[config.mk]
export PLATFORM = sky130hd
export DESIGN_NAME = apb_slave_regfile_flat
export DESIGN_NICKNAME = d
export VERILOG_FILES = /design/src/rtl/apb_slave_regfile_if.sv /design/src/rtl/apb_slave_regfile.sv /design/src/flat_wrapper.sv
export SDC_FILE = /design/constraint.sdc
export NUM_CORES = 1
export LEC_CHECK = 0
export CAP_MARGIN = 20
export CORE_UTILIZATION = 25
export CTS_CLUSTER_SIZE = 40
export DETAILED_ROUTE_END_ITERATION = 8
export PLACE_DENSITY = 0.38
export SLEW_MARGIN = 30
export SYNTH_ARGS = -nofsm -noshare
export SYNTH_HDL_FRONTEND = slang
export SYNTH_SLANG_ARGS = --single-unit
[constraint.sdc]
create_clock -name clk -period 2.5 [get_ports clk]
set_input_delay 0.25 -clock clk [delete_from_list [all_inputs] [get_ports clk]]
set_output_delay 0.25 -clock clk [all_outputs]
set_load 0.05 [all_outputs]
[src/rtl/apb_slave_regfile_if.sv]
// APB bus bundle between a requester (master) and a completer (slave).
interface apb_slave_regfile_if #(
    parameter int unsigned ADDR_WIDTH = 8,
    parameter int unsigned DATA_WIDTH = 32,
    parameter int unsigned STR_WIDTH  = DATA_WIDTH / 8,
    parameter int unsigned SEL_WIDTH  = 1
);
    logic [ADDR_WIDTH-1:0] PADDR;
    logic [DATA_WIDTH-1:0] PWDATA;
    logic [SEL_WIDTH-1:0]  PSEL;
    logic                  PWRITE;
    logic                  PENABLE;
    logic [STR_WIDTH-1:0]  PSTROBE;
    logic [DATA_WIDTH-1:0] PRDATA;
    logic                  PREADY;

    modport master (
        output PADDR, PWDATA, PSEL, PWRITE, PENABLE, PSTROBE,
        input  PRDATA, PREADY
    );

    modport slave (
        input  PADDR, PWDATA, PSEL, PWRITE, PENABLE, PSTROBE,
        output PRDATA, PREADY
    );
endinterface

[src/rtl/apb_slave_regfile.sv]
// APB completer backed by a word register file with byte-strobe writes
// and a fixed number of wait states per ACCESS phase.
module apb_slave_regfile #(
    parameter int unsigned ADDR_WIDTH  = 8,
    parameter int unsigned DATA_WIDTH  = 32,
    parameter int unsigned STR_WIDTH   = DATA_WIDTH / 8,
    parameter int unsigned SEL_WIDTH   = 1,
    parameter int unsigned SLV_ID      = 0,
    parameter int unsigned MEM_DEPTH   = 16,
    parameter int unsigned WAIT_CYCLES = 0
) (
    input  logic                 clk,
    input  logic                 reset,
    apb_slave_regfile_if.slave   apb
);
    localparam int unsigned LANE_BITS = (STR_WIDTH > 1) ? $clog2(STR_WIDTH) : 0;
    localparam int unsigned IDX_W     = ADDR_WIDTH - LANE_BITS;
    localparam int unsigned MEM_AW    = (MEM_DEPTH > 1) ? $clog2(MEM_DEPTH) : 1;
    localparam logic [3:0]  CNT_INIT  = 4'(WAIT_CYCLES);

    typedef enum logic {IDLE, ACCESS} state_t;

    state_t                state_q, state_d;
    logic [IDX_W-1:0]      idx_c, idx_q, rd_idx;
    logic                  wr_q;
    logic [DATA_WIDTH-1:0] wdata_q;
    logic [STR_WIDTH-1:0]  strb_q;
    logic [3:0]            cnt_q;
    logic                  pready_q;
    logic [DATA_WIDTH-1:0] prdata_q;
    logic [DATA_WIDTH-1:0] rd_data;
    logic [DATA_WIDTH-1:0] mem [MEM_DEPTH];

    logic sel, pen;
    logic capture, dec, ready_set, ready_clr, load_rd, commit;
    logic unused_bits;

    function automatic logic in_range(input logic [IDX_W-1:0] i);
        return 32'(i) < MEM_DEPTH;
    endfunction

    assign sel         = apb.PSEL[SLV_ID];
    assign pen         = apb.PENABLE;
    assign idx_c       = apb.PADDR[ADDR_WIDTH-1:LANE_BITS];
    assign unused_bits = ^{apb.PSEL, apb.PADDR};

    // In IDLE the read port looks at the live SETUP address (zero-wait reads);
    // in ACCESS it uses the address captured at SETUP.
    assign rd_idx  = (state_q == IDLE) ? idx_c : idx_q;
    assign rd_data = in_range(rd_idx) ? mem[rd_idx[MEM_AW-1:0]] : '0;

    always_comb begin
        state_d = state_q;
        case (state_q)
            IDLE:    if (sel && !pen) state_d = ACCESS;
            ACCESS:  if (!(sel && pen) || pready_q) state_d = IDLE;
            default: state_d = IDLE;
        endcase
    end

    always_comb begin
        capture   = 1'b0;
        dec       = 1'b0;
        ready_set = 1'b0;
        ready_clr = 1'b0;
        load_rd   = 1'b0;
        commit    = 1'b0;
        case (state_q)
            IDLE: begin
                if (sel && !pen) begin
                    capture = 1'b1;
                    if (WAIT_CYCLES == 0) begin
                        ready_set = 1'b1;
                        load_rd   = !apb.PWRITE;
                    end
                end
            end
            ACCESS: begin
                if (sel && pen) begin
                    if (!pready_q) begin
                        dec = 1'b1;
                        if (cnt_q == 4'd1) begin
                            ready_set = 1'b1;
                            load_rd   = !wr_q;
                        end
                    end else begin
                        commit    = wr_q;
                        ready_clr = 1'b1;
                    end
                end else begin
                    ready_clr = 1'b1;
                end
            end
            default: ready_clr = 1'b1;
        endcase
    end

    always_ff @(posedge clk) begin
        if (reset) begin
            state_q  <= IDLE;
            cnt_q    <= '0;
            pready_q <= 1'b0;
            prdata_q <= '0;
            idx_q    <= '0;
            wr_q     <= 1'b0;
            wdata_q  <= '0;
            strb_q   <= '0;
            for (int unsigned i = 0; i < MEM_DEPTH; i++) mem[i] <= '0;
        end else begin
            state_q <= state_d;
            if (capture) begin
                idx_q   <= idx_c;
                wr_q    <= apb.PWRITE;
                wdata_q <= apb.PWDATA;
                strb_q  <= apb.PSTROBE;
                cnt_q   <= CNT_INIT;
            end
            if (dec) cnt_q <= cnt_q - 4'd1;
            if (ready_set)      pready_q <= 1'b1;
            else if (ready_clr) pready_q <= 1'b0;
            if (load_rd) prdata_q <= rd_data;
            if (commit && in_range(idx_q)) begin
                for (int unsigned b = 0; b < STR_WIDTH; b++) begin
                    if (strb_q[b]) mem[idx_q[MEM_AW-1:0]][8*b +: 8] <= wdata_q[8*b +: 8];
                end
            end
        end
    end

    assign apb.PRDATA = prdata_q;
    assign apb.PREADY = pready_q;
endmodule

[src/flat_wrapper.sv]
// flat-port wrapper written by rule: the top's interface ports become plain ports
module apb_slave_regfile_flat 
#(
    parameter int unsigned ADDR_WIDTH  = 8,
    parameter int unsigned DATA_WIDTH  = 32,
    parameter int unsigned STR_WIDTH   = DATA_WIDTH / 8,
    parameter int unsigned SEL_WIDTH   = 1,
    parameter int unsigned SLV_ID      = 0,
    parameter int unsigned MEM_DEPTH   = 16,
    parameter int unsigned WAIT_CYCLES = 0
)
  (clk, reset, apb_PADDR, apb_PWDATA, apb_PSEL, apb_PWRITE, apb_PENABLE, apb_PSTROBE, apb_PRDATA, apb_PREADY);
  apb_slave_regfile_if #(.ADDR_WIDTH(ADDR_WIDTH), .DATA_WIDTH(DATA_WIDTH), .STR_WIDTH(STR_WIDTH), .SEL_WIDTH(SEL_WIDTH)) apb_i ();
  input  logic clk;
  input  logic reset;
  input wire logic [$bits(apb_i.PADDR)-1:0] apb_PADDR;
  input wire logic [$bits(apb_i.PWDATA)-1:0] apb_PWDATA;
  input wire logic [$bits(apb_i.PSEL)-1:0] apb_PSEL;
  input wire logic [$bits(apb_i.PWRITE)-1:0] apb_PWRITE;
  input wire logic [$bits(apb_i.PENABLE)-1:0] apb_PENABLE;
  input wire logic [$bits(apb_i.PSTROBE)-1:0] apb_PSTROBE;
  output wire logic [$bits(apb_i.PRDATA)-1:0] apb_PRDATA;
  output wire logic [$bits(apb_i.PREADY)-1:0] apb_PREADY;
  assign apb_i.PADDR = apb_PADDR;
  assign apb_i.PWDATA = apb_PWDATA;
  assign apb_i.PSEL = apb_PSEL;
  assign apb_i.PWRITE = apb_PWRITE;
  assign apb_i.PENABLE = apb_PENABLE;
  assign apb_i.PSTROBE = apb_PSTROBE;
  assign apb_PRDATA = apb_i.PRDATA;
  assign apb_PREADY = apb_i.PREADY;
  apb_slave_regfile #(.ADDR_WIDTH(ADDR_WIDTH), .DATA_WIDTH(DATA_WIDTH), .STR_WIDTH(STR_WIDTH), .SEL_WIDTH(SEL_WIDTH), .SLV_ID(SLV_ID), .MEM_DEPTH(MEM_DEPTH), .WAIT_CYCLES(WAIT_CYCLES)) u_core (.clk(clk), .reset(reset), .apb(apb_i));
endmodule
==> results.sh, run 1 <==
export IMPL_status="complete, no violations"
export IMPL_grt_max_degree=64
export IMPL_clock_skew_ps=23.6
export IMPL_syn_nets=3011
export IMPL_fmax_ghz=0.409
export IMPL_postRouteAntennaNets=0
export IMPL_crit_slowest_cell="dfxtp_4"
export IMPL_synth_xor_area_frac=0.000289
export IMPL_critPathTopFamily="compound AO/OA/AOI/OAI gates"
export IMPL_synthSimpleGateAreaFrac=0.216
export IMPL_period_share=0.978
export IMPL_timing_rr_end="u_core.apb.PRDATA[29]"
export IMPL_drt_pass1_iter_count=5
export IMPL_portBuffers=79
export IMPL_post_place_ws_ps=-193
export IMPL_crit_path_start="u_core.state_q"
export IMPL_seq_area_frac_synth=0.561
export IMPL_num_fill_cells=12300
export IMPL_finalSetupTns_ps=0
export IMPL_die_h_um=350
export IMPL_power_total_mw=24.3
export IMPL_drtIter0Drc=1831
export IMPL_synthTopCellsByCount="nand2_1 (514), edfxtp_1 (512), and2_1 (481), a21oi_1 (201), o21ai_0 (171)"
export IMPL_cp_cell_sequence="mux2i_4 > buf_12 > nand2_1 > a211oi_1 > o22ai_1 > buf_4 > o31ai_1"
export IMPL_cts_root_buffer_cell="clkbuf_16"
export IMPL_ys_seq_elements=593
export IMPL_synthArstFlopShare=0
export IMPL_htreeDepth=3
export IMPL_synth_most_common_cell="nand2_1"
export IMPL_grt_pass1_wl_mm=162
export IMPL_die_w_um=350
export IMPL_ioPinCount=82
export IMPL_grtUsageTotal=0.180
export IMPL_synthMuxAreaShare=0.0149
export IMPL_grt_remaining_overflow=0
export IMPL_clockBufferDepth=3
export IMPL_cts_buffers_inserted=71
export IMPL_end_kind="register"
export IMPL_hold_path_class="primary input to register"
export IMPL_area_delta_synth_final_pct=20.6
export IMPL_synth_top_family_by_area="simple AND/OR/NAND/NOR gates"
export IMPL_rrSetupSlack_ps=50
export IMPL_synth_area_leaders="edfxtp_1 (51%), and2_1 (9.9%), nand2_1 (6.4%), dfxtp_1 (5.3%), a21oi_1 (3.3%)"
export IMPL_cts_sinks=593
export IMPL_yosysTopAreaCell="edfxtp_1"
export IMPL_hold_viol=0
export IMPL_fin_ws_ps=54.4
export IMPL_crit_buf_inv=2
export IMPL_die_area_um2=123000
export IMPL_required_ps=3020
export IMPL_initial_core_util=0.252
export IMPL_grt_pass1_vias=23100
export IMPL_clk_pin_slew_ps=60
export IMPL_maxSlewViolCount=0
export IMPL_netlist_instances=2960
export IMPL_antenna_found_initial=2
export IMPL_vias=23200
export IMPL_drt_total_wl_mm=111
export IMPL_cp_arrival_ps=2970
export IMPL_wl_per_cell_um=23.5
export IMPL_slowest_delay_ps=540
export IMPL_synth_warnings=0
export IMPL_setup_viol=0
export IMPL_cap_violations=0
export IMPL_r2r_start="u_core.state_q"
export IMPL_synth_top_area_frac=0.507
export IMPL_num_nets_final=3123
export IMPL_rsz0062_at_grt="false"
export IMPL_cts_tree="yes"
export IMPL_drive_gt1_frac=0.137
export IMPL_max_vdd_ir_drop_uv=373
export IMPL_synth_edf_count=512
export IMPL_synth_compound_area_frac=0.171
export IMPL_min_period_ps=2450
export IMPL_p_per_area_nw_per_um2=665
export IMPL_drc_errors=0
export IMPL_critPathKind="register to register"
export IMPL_place_congestion=0.804
export IMPL_p_leak_nw=12.9
export IMPL_cts_setup_buffers=0
export IMPL_cts_hold_buffers=0
export IMPL_core_area_um2=120000
export IMPL_synth_ff_type="edfxtp_1"
export IMPL_avgSynthCellArea_um2=10.2
export IMPL_via_per_inst=4.89
export IMPL_clk_latency_ps=630
export IMPL_crit_end="u_core.apb.PRDATA[29]"
export IMPL_hpwlAfterDp_mm=73.2
export IMPL_relSlewSlack=0.346
export IMPL_cp_max_fo=32
export IMPL_synth_cell_types=53
export IMPL_worst_path_stages=7
export IMPL_std_cell_rows=127
export IMPL_ff2ff_path_depth=7
export IMPL_startpoint_type="register"
export IMPL_synth_adder_area_share=0.000825
export IMPL_synth_area_um2=30300
export IMPL_worst_pin_slew_ps=979
worst register-to-register path, delay by kind of cell (launching register included):
family,cells,cell delay [ps]
AOI/OAI and AO/OA,3,840
buffers and inverters,2,430
DFF,1,540
muxes,1,380
and+or+nand+nor,1,150
routing by layer:
metal,routed length [um],global-route usage,part of all wire
met5,0,0,0
met3,5620,0.0265,0.050
met4,1800,0.0401,0.016
met2,51700,0.293,0.46
met1,52200,0.251,0.47
cells by family after synthesis:
| kind of cell | count (synthesis) |
|---|---|
| buffers and inverters | 251 |
| AO/OA/AOI/OAI | 801 |
| multiplexers | 37 |
| AND/OR/NAND/NOR | 1275 |
| flip-flops | 593 |
| XOR/XNOR | 1 |
| adder cells (fa/ha/maj) | 2 |
layout make-up:
| type | instances | area (um2) | area share |
|---|---|---|---|
| Sequential cell | 593 | 17000 | 0.465 |
| Multi-Input combinational cell | 2116 | 12400 | 0.338 |
| Timing Repair Buffer | 285 | 2860 | 0.0781 |
| Tap cell | 1612 | 2020 | 0.0551 |
| Clock buffer | 97 | 2000 | 0.0546 |
| Clock inverter | 33 | 307 | 0.00838 |
| Inverter | 5 | 18.8 | 0.000513 |
| Antenna cell | 1 | 2.50 | 0.0000684 |
sequential cells by signal, summed over array words and instances, names as in the netlist:
register	flops
u_core.wdata_q	32
u_core.mem	512
u_core.apb.PREADY	1
u_core.wr_q	1
u_core.apb.PRDATA	32
u_core.idx_q	6
u_core.cnt_q	4
u_core.state_q	1
u_core.strb_q	4
report_power, final:
part | switching [mW] | leakage [nW] | total [mW] | internal (mW)
clock | 4.32 | 1.14 | 10.5 | 6.13
sequential | 0.287 | 5.96 | 11.3 | 11.0
combinational | 1.63 | 5.79 | 2.56 | 0.922
total | 6.24 | 12.9 | 24.3 | 18.1
worst min path at each step:
| stage | endpoint | cells past startpoint | from |
|---|---|---|---|
| after floorplan | u_core.strb_q[0] | 2 | apb_PSTROBE[0] |
| after detailed placement | u_core.apb.PRDATA[27] | 2 | u_core.apb.PRDATA[27] |
| after CTS | u_core.wdata_q[2] | 3 | apb_PWDATA[2] |
| after global routing | u_core.wdata_q[20] | 3 | apb_PWDATA[20] |
| final | u_core.wdata_q[20] | 3 | apb_PWDATA[20] |
| after global placement | u_core.apb.PRDATA[26] | 2 | u_core.apb.PRDATA[26] |
through the flow:
stage               hold slack (ps)  cell area [um2]  utilization  std cells
floorplan                       386            30300            -       2960
global placement                447            34200        0.284       4611
detailed placement              449            34200        0.284       4611
CTS                             143            36500        0.304       4741
global route                    169            36600        0.304       4741
finish                          184            36600        0.304       4742
cell usage in the layout, fill, tap and decap left out, drive strengths merged, types with 2 or more instances in the layout:
master | Yosys | layout
nor2b | 125 | 125
nand2b | 3 | 3
and2 | 481 | 481
o31ai | 31 | 31
and2b | 3 | 3
mux2 | 32 | 32
a211oi | 63 | 63
edfxtp | 512 | 512
a21o | 3 | 3
nand3 | 14 | 14
ha | 2 | 2
clkbuf | 163 | 97
nand2 | 514 | 514
clkinvlp | 0 | 2
mux4 | 2 | 2
buf | 83 | 209
nor2 | 73 | 73
dfxtp | 81 | 81
nand4 | 2 | 2
a221oi | 91 | 91
clkinv | 0 | 22
nor3b | 6 | 6
a21boi | 60 | 60
nor4 | 3 | 3
o21ai | 188 | 188
and3 | 37 | 37
mux2i | 3 | 3
inv | 5 | 9
a21oi | 201 | 201
bufinv | 0 | 5
a22o | 33 | 33
nor3 | 8 | 8
clkdlybuf4s50 | 0 | 76
o22ai | 125 | 125
timing repair:
action                     4_1_cts  5_1_grt
gates resized for setup          7       32
cloned                           0        0
setup endpoints to repair       50      419
Power figures use the tool's default switching activity.
==> run 2: changes to the inputs <==
--- a/config.mk
+++ b/config.mk
@@ -7,6 +7,7 @@
 export LEC_CHECK = 0
 export CAP_MARGIN = 20
 export CORE_UTILIZATION = 25
+export CTS_CLUSTER_DIAMETER = 200
 export CTS_CLUSTER_SIZE = 40
 export DETAILED_ROUTE_END_ITERATION = 8
 export PLACE_DENSITY = 0.38
==> results.sh, run 2 (synthesis results as in run 1) <==
export IMPL_timing_hold_ws_ps=162
export IMPL_postRouteAntennaNets=0
export IMPL_worst_path_stages=5
export IMPL_drt_pass1_iter_count=5
export IMPL_ff2ff_path_depth=5
export IMPL_hold_path_class="primary input to register"
export IMPL_area_delta_synth_final_pct=14.9
export IMPL_clockBufferDepth=3
export IMPL_drt_total_wl_mm=110
export IMPL_dp_cells=4611
export IMPL_cp_cell_sequence="buf_4 > mux2_2 > a221oi_1 > o22ai_1 > o31ai_1"
export IMPL_grt_pass1_vias=22600
export IMPL_wl_per_cell_um=23.6
export IMPL_grt_pass1_wl_mm=159
export IMPL_timing_rr_end="u_core.apb.PRDATA[15]"
export IMPL_fmax_ghz=0.406
export IMPL_antenna_found_initial=2
export IMPL_grt_max_degree=64
export IMPL_via_per_inst=4.90
export IMPL_required_ps=3020
export IMPL_p_leak_nw=12.0
export IMPL_drive_gt1_frac=0.116
export IMPL_r2r_start="u_core.state_q"
export IMPL_cap_violations=0
export IMPL_clk_pin_slew_ps=160
export IMPL_cp_max_fo=21
export IMPL_htreeDepth=1
export IMPL_hold_viol=0
export IMPL_num_fill_cells=12400
export IMPL_clock_skew_ps=22.4
export IMPL_relSlewSlack=0.342
export IMPL_cts_buffers_inserted=18
export IMPL_worst_pin_slew_ps=986
export IMPL_crit_path_start="u_core.state_q"
export IMPL_std_cell_rows=127
export IMPL_cts_root_buffer_cell="clkbuf_16"
export IMPL_maxSlewViolCount=0
export IMPL_power_total_mw=18.5
export IMPL_cp_arrival_ps=2980
export IMPL_mostFrequentLayoutCells="nand2_1 (513), edfxtp_1 (512), and2_1 (480)"
export IMPL_final_common_cell="nand2_1"
export IMPL_cts_hold_buffers=0
export IMPL_max_flop_register="u_core.mem"
export IMPL_num_nets_final=3071
export IMPL_period_share=0.986
export IMPL_cts_sinks=593
export IMPL_die_w_um=350
export IMPL_rsz0062_at_grt="true"
export IMPL_place_congestion=0.804
export IMPL_slowest_delay_ps=560
export IMPL_die_h_um=350
export IMPL_grt_remaining_overflow=0
export IMPL_max_vdd_ir_drop_uv=402
export IMPL_crit_end="u_core.apb.PRDATA[15]"
export IMPL_crit_slowest_cell="dfxtp_4"
export IMPL_drtIter0Drc=1779
export IMPL_grtUsageTotal=0.176
export IMPL_post_place_ws_ps=-193
export IMPL_drc_errors=0
export IMPL_critPathTopFamily="compound AO/OA/AOI/OAI gates"
export IMPL_core_area_um2=120000
export IMPL_setup_viol=0
export IMPL_initial_core_util=0.252
export IMPL_fin_ws_ps=35.8
export IMPL_layoutNonFillerInstCount=4646
export IMPL_die_area_um2=123000
export IMPL_p_per_area_nw_per_um2=530
export IMPL_critPathKind="register to register"
export IMPL_min_period_ps=2460
export IMPL_startpoint_type="register"
export IMPL_status="complete, no violations"
export IMPL_crit_buf_inv=1
export IMPL_cts_tree="yes"
export IMPL_vias=22800
export IMPL_ioPinCount=82
export IMPL_rrSetupSlack_ps=40
export IMPL_hpwlAfterDp_mm=73.2
export IMPL_end_kind="register"
export IMPL_largest_reg_flops=512
export IMPL_clk_latency_ps=610
export IMPL_portBuffers=79
-- run 2: tightest hold or removal path: cells and delay by family --
kind / cells / cell delay [ps]
AND/OR/NAND/NOR: 1 / 50
AO/OA/AOI/OAI: 1 / 50
buffers and inverters: 1 / 400
-- run 2: worst min-delay path by stage --
stage / startpoint / end / slack, ps / cells past startpoint
2_1_floorplan: apb_PSTROBE[0] / u_core.strb_q[0] / 390 / 2
3_3_place_gp: u_core.apb.PRDATA[26] / u_core.apb.PRDATA[26] / 450 / 2
3_5_place_dp: u_core.apb.PRDATA[27] / u_core.apb.PRDATA[27] / 450 / 2
4_1_cts: apb_PWDATA[8] / u_core.wdata_q[8] / 130 / 3
5_1_grt: apb_PWDATA[30] / u_core.wdata_q[30] / 150 / 3
6_report: apb_PWDATA[24] / u_core.wdata_q[24] / 160 / 3
-- run 2: per-stage QoR --
stage / TNS (ps) / area [um2] / utilization
2_1_floorplan: 0 / 30300 / -
3_3_place_gp: -4910 / 34200 / 0.284
3_5_place_dp: -13490 / 34200 / 0.284
4_1_cts: 0 / 34700 / 0.289
5_1_grt: -117 / 34800 / 0.290
6_report: 0 / 34800 / 0.290
-- run 2: repair_timing --
| item | in CTS | in global routing |
|---|---|---|
| gates resized for setup | 8 | 38 |
| setup buffers | 0 | 1 |
| gates cloned | 0 | 0 |
| pin swaps | 0 | 0 |
| setup endpoints to repair | 54 | 455 |
-- run 2: cell type report --
type / instances / area (um2) / share of cell area
Antenna cell: 2 / 5.00 / 0.000144
Clock buffer: 31 / 520 / 0.0149
Clock inverter: 1 / 8.76 / 0.000251
Inverter: 5 / 18.8 / 0.000539
Multi-Input combinational cell: 2116 / 12400 / 0.356
Sequential cell: 593 / 17000 / 0.488
Tap cell: 1612 / 2020 / 0.0579
Timing Repair Buffer: 286 / 2870 / 0.0823
-- run 2: power breakdown --
part / total (mW) / switching (mW) / internal, mW
clock network: 4.61 / 3.15 / 1.46
logic: 2.56 / 1.63 / 0.924
registers: 11.3 / 0.286 / 11.0
total: 18.5 / 5.07 / 13.4
-- run 2: routing by layer --
metal	GRT usage	share of wire
met5	0	0
met3	0.0184	0.045
met2	0.293	0.47
met1	0.248	0.47
met4	0.0311	0.015
==> run 3: changes to the inputs <==
==> constraint.sdc (replaced) <==
create_clock -name clk -period 2.6 [get_ports clk]
set_input_delay 0.26 -clock clk [delete_from_list [all_inputs] [get_ports clk]]
set_output_delay 0.26 -clock clk [all_outputs]
set_load 0.05 [all_outputs]
==> results.sh, run 3 (synthesis results as in run 1) <==
export IMPL_relSlewSlack=0.343
export IMPL_drt_pass1_iter_count=5
export IMPL_area_delta_synth_final_pct=14.2
export IMPL_hold_path_class="primary input to register"
export IMPL_cts_tree="yes"
export IMPL_clockBufferDepth=3
export IMPL_rsz0062_at_grt="false"
export IMPL_via_per_inst=4.91
export IMPL_clk_pin_slew_ps=160
export IMPL_pwr_share_seq=0.612
export IMPL_netSwitchingPower_mw=4.90
export IMPL_crit_top_cell="buf_12"
export IMPL_cts_hold_buffers=0
export IMPL_clockPowerShare=0.252
export IMPL_wl_per_cell_um=23.7
export IMPL_grt_pass1_vias=22500
export IMPL_clock_skew_ps=24.4
export IMPL_cts_sinks=593
export IMPL_rrSetupSlack_ps=110
export IMPL_layoutNonFillerInstCount=4629
export IMPL_grt_remaining_overflow=0
export IMPL_fmax_ghz=0.402
export IMPL_hold_viol=0
export IMPL_whs_path_depth=3
export IMPL_crit_buf_inv=2
export IMPL_core_area_um2=120000
export IMPL_startpoint_type="register"
export IMPL_r2r_start="u_core.state_q"
export IMPL_cts_buffers_inserted=18
export IMPL_grt_max_degree=83
export IMPL_hpwlAfterDp_mm=72.6
export IMPL_die_h_um=350
export IMPL_end_kind="register"
export IMPL_min_delay_start="apb_PWDATA[8]"
export IMPL_mostFrequentLayoutCells="nand2_1 (513), edfxtp_1 (512), and2_1 (480)"
export IMPL_clk_latency_ps=630
export IMPL_die_area_um2=123000
export IMPL_num_nets_final=3056
export IMPL_regArea_um2=17000
export IMPL_postRouteAntennaNets=0
export IMPL_cts_root_buffer_cell="clkbuf_16"
export IMPL_slowest_delay_ps=510
export IMPL_p_comb_frac=0.136
export IMPL_period_share=0.956
export IMPL_initial_core_util=0.252
export IMPL_crit_slowest_cell="dfxtp_4"
export IMPL_worst_pin_slew_ps=984
export IMPL_min_period_ps=2490
export IMPL_place_congestion=0.802
export IMPL_worstHoldEndpoint="u_core.wdata_q[8]"
export IMPL_p_per_area_nw_per_um2=513
export IMPL_std_cell_rows=127
export IMPL_cp_arrival_ps=3040
export IMPL_p_sw_frac=0.276
export IMPL_antenna_found_initial=1
export IMPL_setup_viol=0
export IMPL_critPathTopFamily="compound AO/OA/AOI/OAI gates"
export IMPL_dp_cells=4591
export IMPL_final_util=0.288
export IMPL_p_leak_nw=11.9
export IMPL_grt_pass1_wl_mm=159
export IMPL_max_vdd_ir_drop_uv=443
export IMPL_die_w_um=350
export IMPL_drive_gt1_frac=0.0978
export IMPL_final_common_cell="nand2_1"
export IMPL_antennaDiodeCount=0
export IMPL_timing_rr_end="u_core.apb.PRDATA[8]"
export IMPL_ff2ff_path_depth=7
export IMPL_status="complete, no violations"
export IMPL_ioPinCount=82
export IMPL_maxSlewViolCount=0
export IMPL_drc_errors=0
export IMPL_critPathKind="register to register"
export IMPL_required_ps=3160
export IMPL_cp_cell_sequence="mux2i_4 > buf_12 > buf_12 > nand2_1 > a211oi_1 > o22ai_1 > o31ai_1"
export IMPL_multi_input_area_um2=12300
export IMPL_drtIter0Drc=1696
export IMPL_grtUsageTotal=0.175
export IMPL_num_fill_cells=12500
export IMPL_portBuffers=79
export IMPL_max_flop_register="u_core.mem"
export IMPL_htreeDepth=1
export IMPL_vias=22700
export IMPL_largest_reg_flops=512
export IMPL_cap_violations=0
export IMPL_cp_max_fo=24
export IMPL_drt_total_wl_mm=110
export IMPL_internal_power_mw=12.9
run 3: tightest hold or removal path: stages:
cell and delay [ps]:
clkdlybuf4s50_1 390, nand2_1 50, a21oi_1 50
run 3: final cells by class:
cell class | count | area share
flip-flops and latches | 593 | 0.491
clock inverters | 1 | 0.000253
clock buffers | 31 | 0.0150
repair buffers | 271 | 0.0798
well taps | 1612 | 0.0583
inverters | 5 | 0.000542
multi-input cells | 2116 | 0.355
run 3: timing repair:
action / in CTS / in global routing
hold endpoints to repair: 0 / 0
cloned: 0 / 0
pin swaps: 0 / 1
buffers inserted: 0 / 6
gates resized for setup: 1 / 2
endpoints found under the setup margin: 19 / 98
run 3: worst max path at each step:
stage,startpoint,to,slack (ps),depth (start not counted)
2_1_floorplan,u_core.apb.PREADY,u_core.mem[13][16],120,5
3_3_place_gp,apb_PENABLE,u_core.mem[9][21],-220,6
3_5_place_dp,apb_PENABLE,u_core.mem[9][16],-250,6
4_1_cts,u_core.apb.PREADY,u_core.mem[11][20],20,6
5_1_grt,u_core.idx_q[0],u_core.mem[13][13],40,6
6_report,u_core.state_q,u_core.apb.PRDATA[8],110,7
run 3: metal layers:
| layer | vias up | track usage | routed length (um) |
|---|---|---|---|
| met5 | - | 0 | 13 |
| met4 | 2 | 0.0267 | 1260 |
| met3 | 79 | 0.0218 | 5350 |
| met2 | 604 | 0.291 | 51300 |
| met1 | 11400 | 0.247 | 51800 |
| li1 | 10700 | - | - |
run 3: stage by stage:
step | hold slack [ps] | setup TNS (ps) | total power, mW | setup WS [ps] | area, um2
6_report | 165 | 0 | 17.8 | 114 | 34600
5_1_grt | 138 | 0 | 18.4 | 42.0 | 34600
4_1_cts | 128 | 0 | 18.0 | 16.7 | 34600
3_5_place_dp | 446 | -34510 | 13.5 | -247 | 34000
3_3_place_gp | 441 | -22840 | 13.5 | -222 | 34000
2_1_floorplan | 396 | 0 | 12.3 | 124 | 30300
run 3: power by group through the flow:
stage,sequential (mW),combinational [mW],clock [mW]
2_1_floorplan,11.0,1.35,0
3_3_place_gp,11.1,2.41,0
3_5_place_dp,11.1,2.42,0
4_1_cts,10.9,2.43,4.67
5_1_grt,10.9,2.60,4.89
6_report,10.9,2.42,4.47
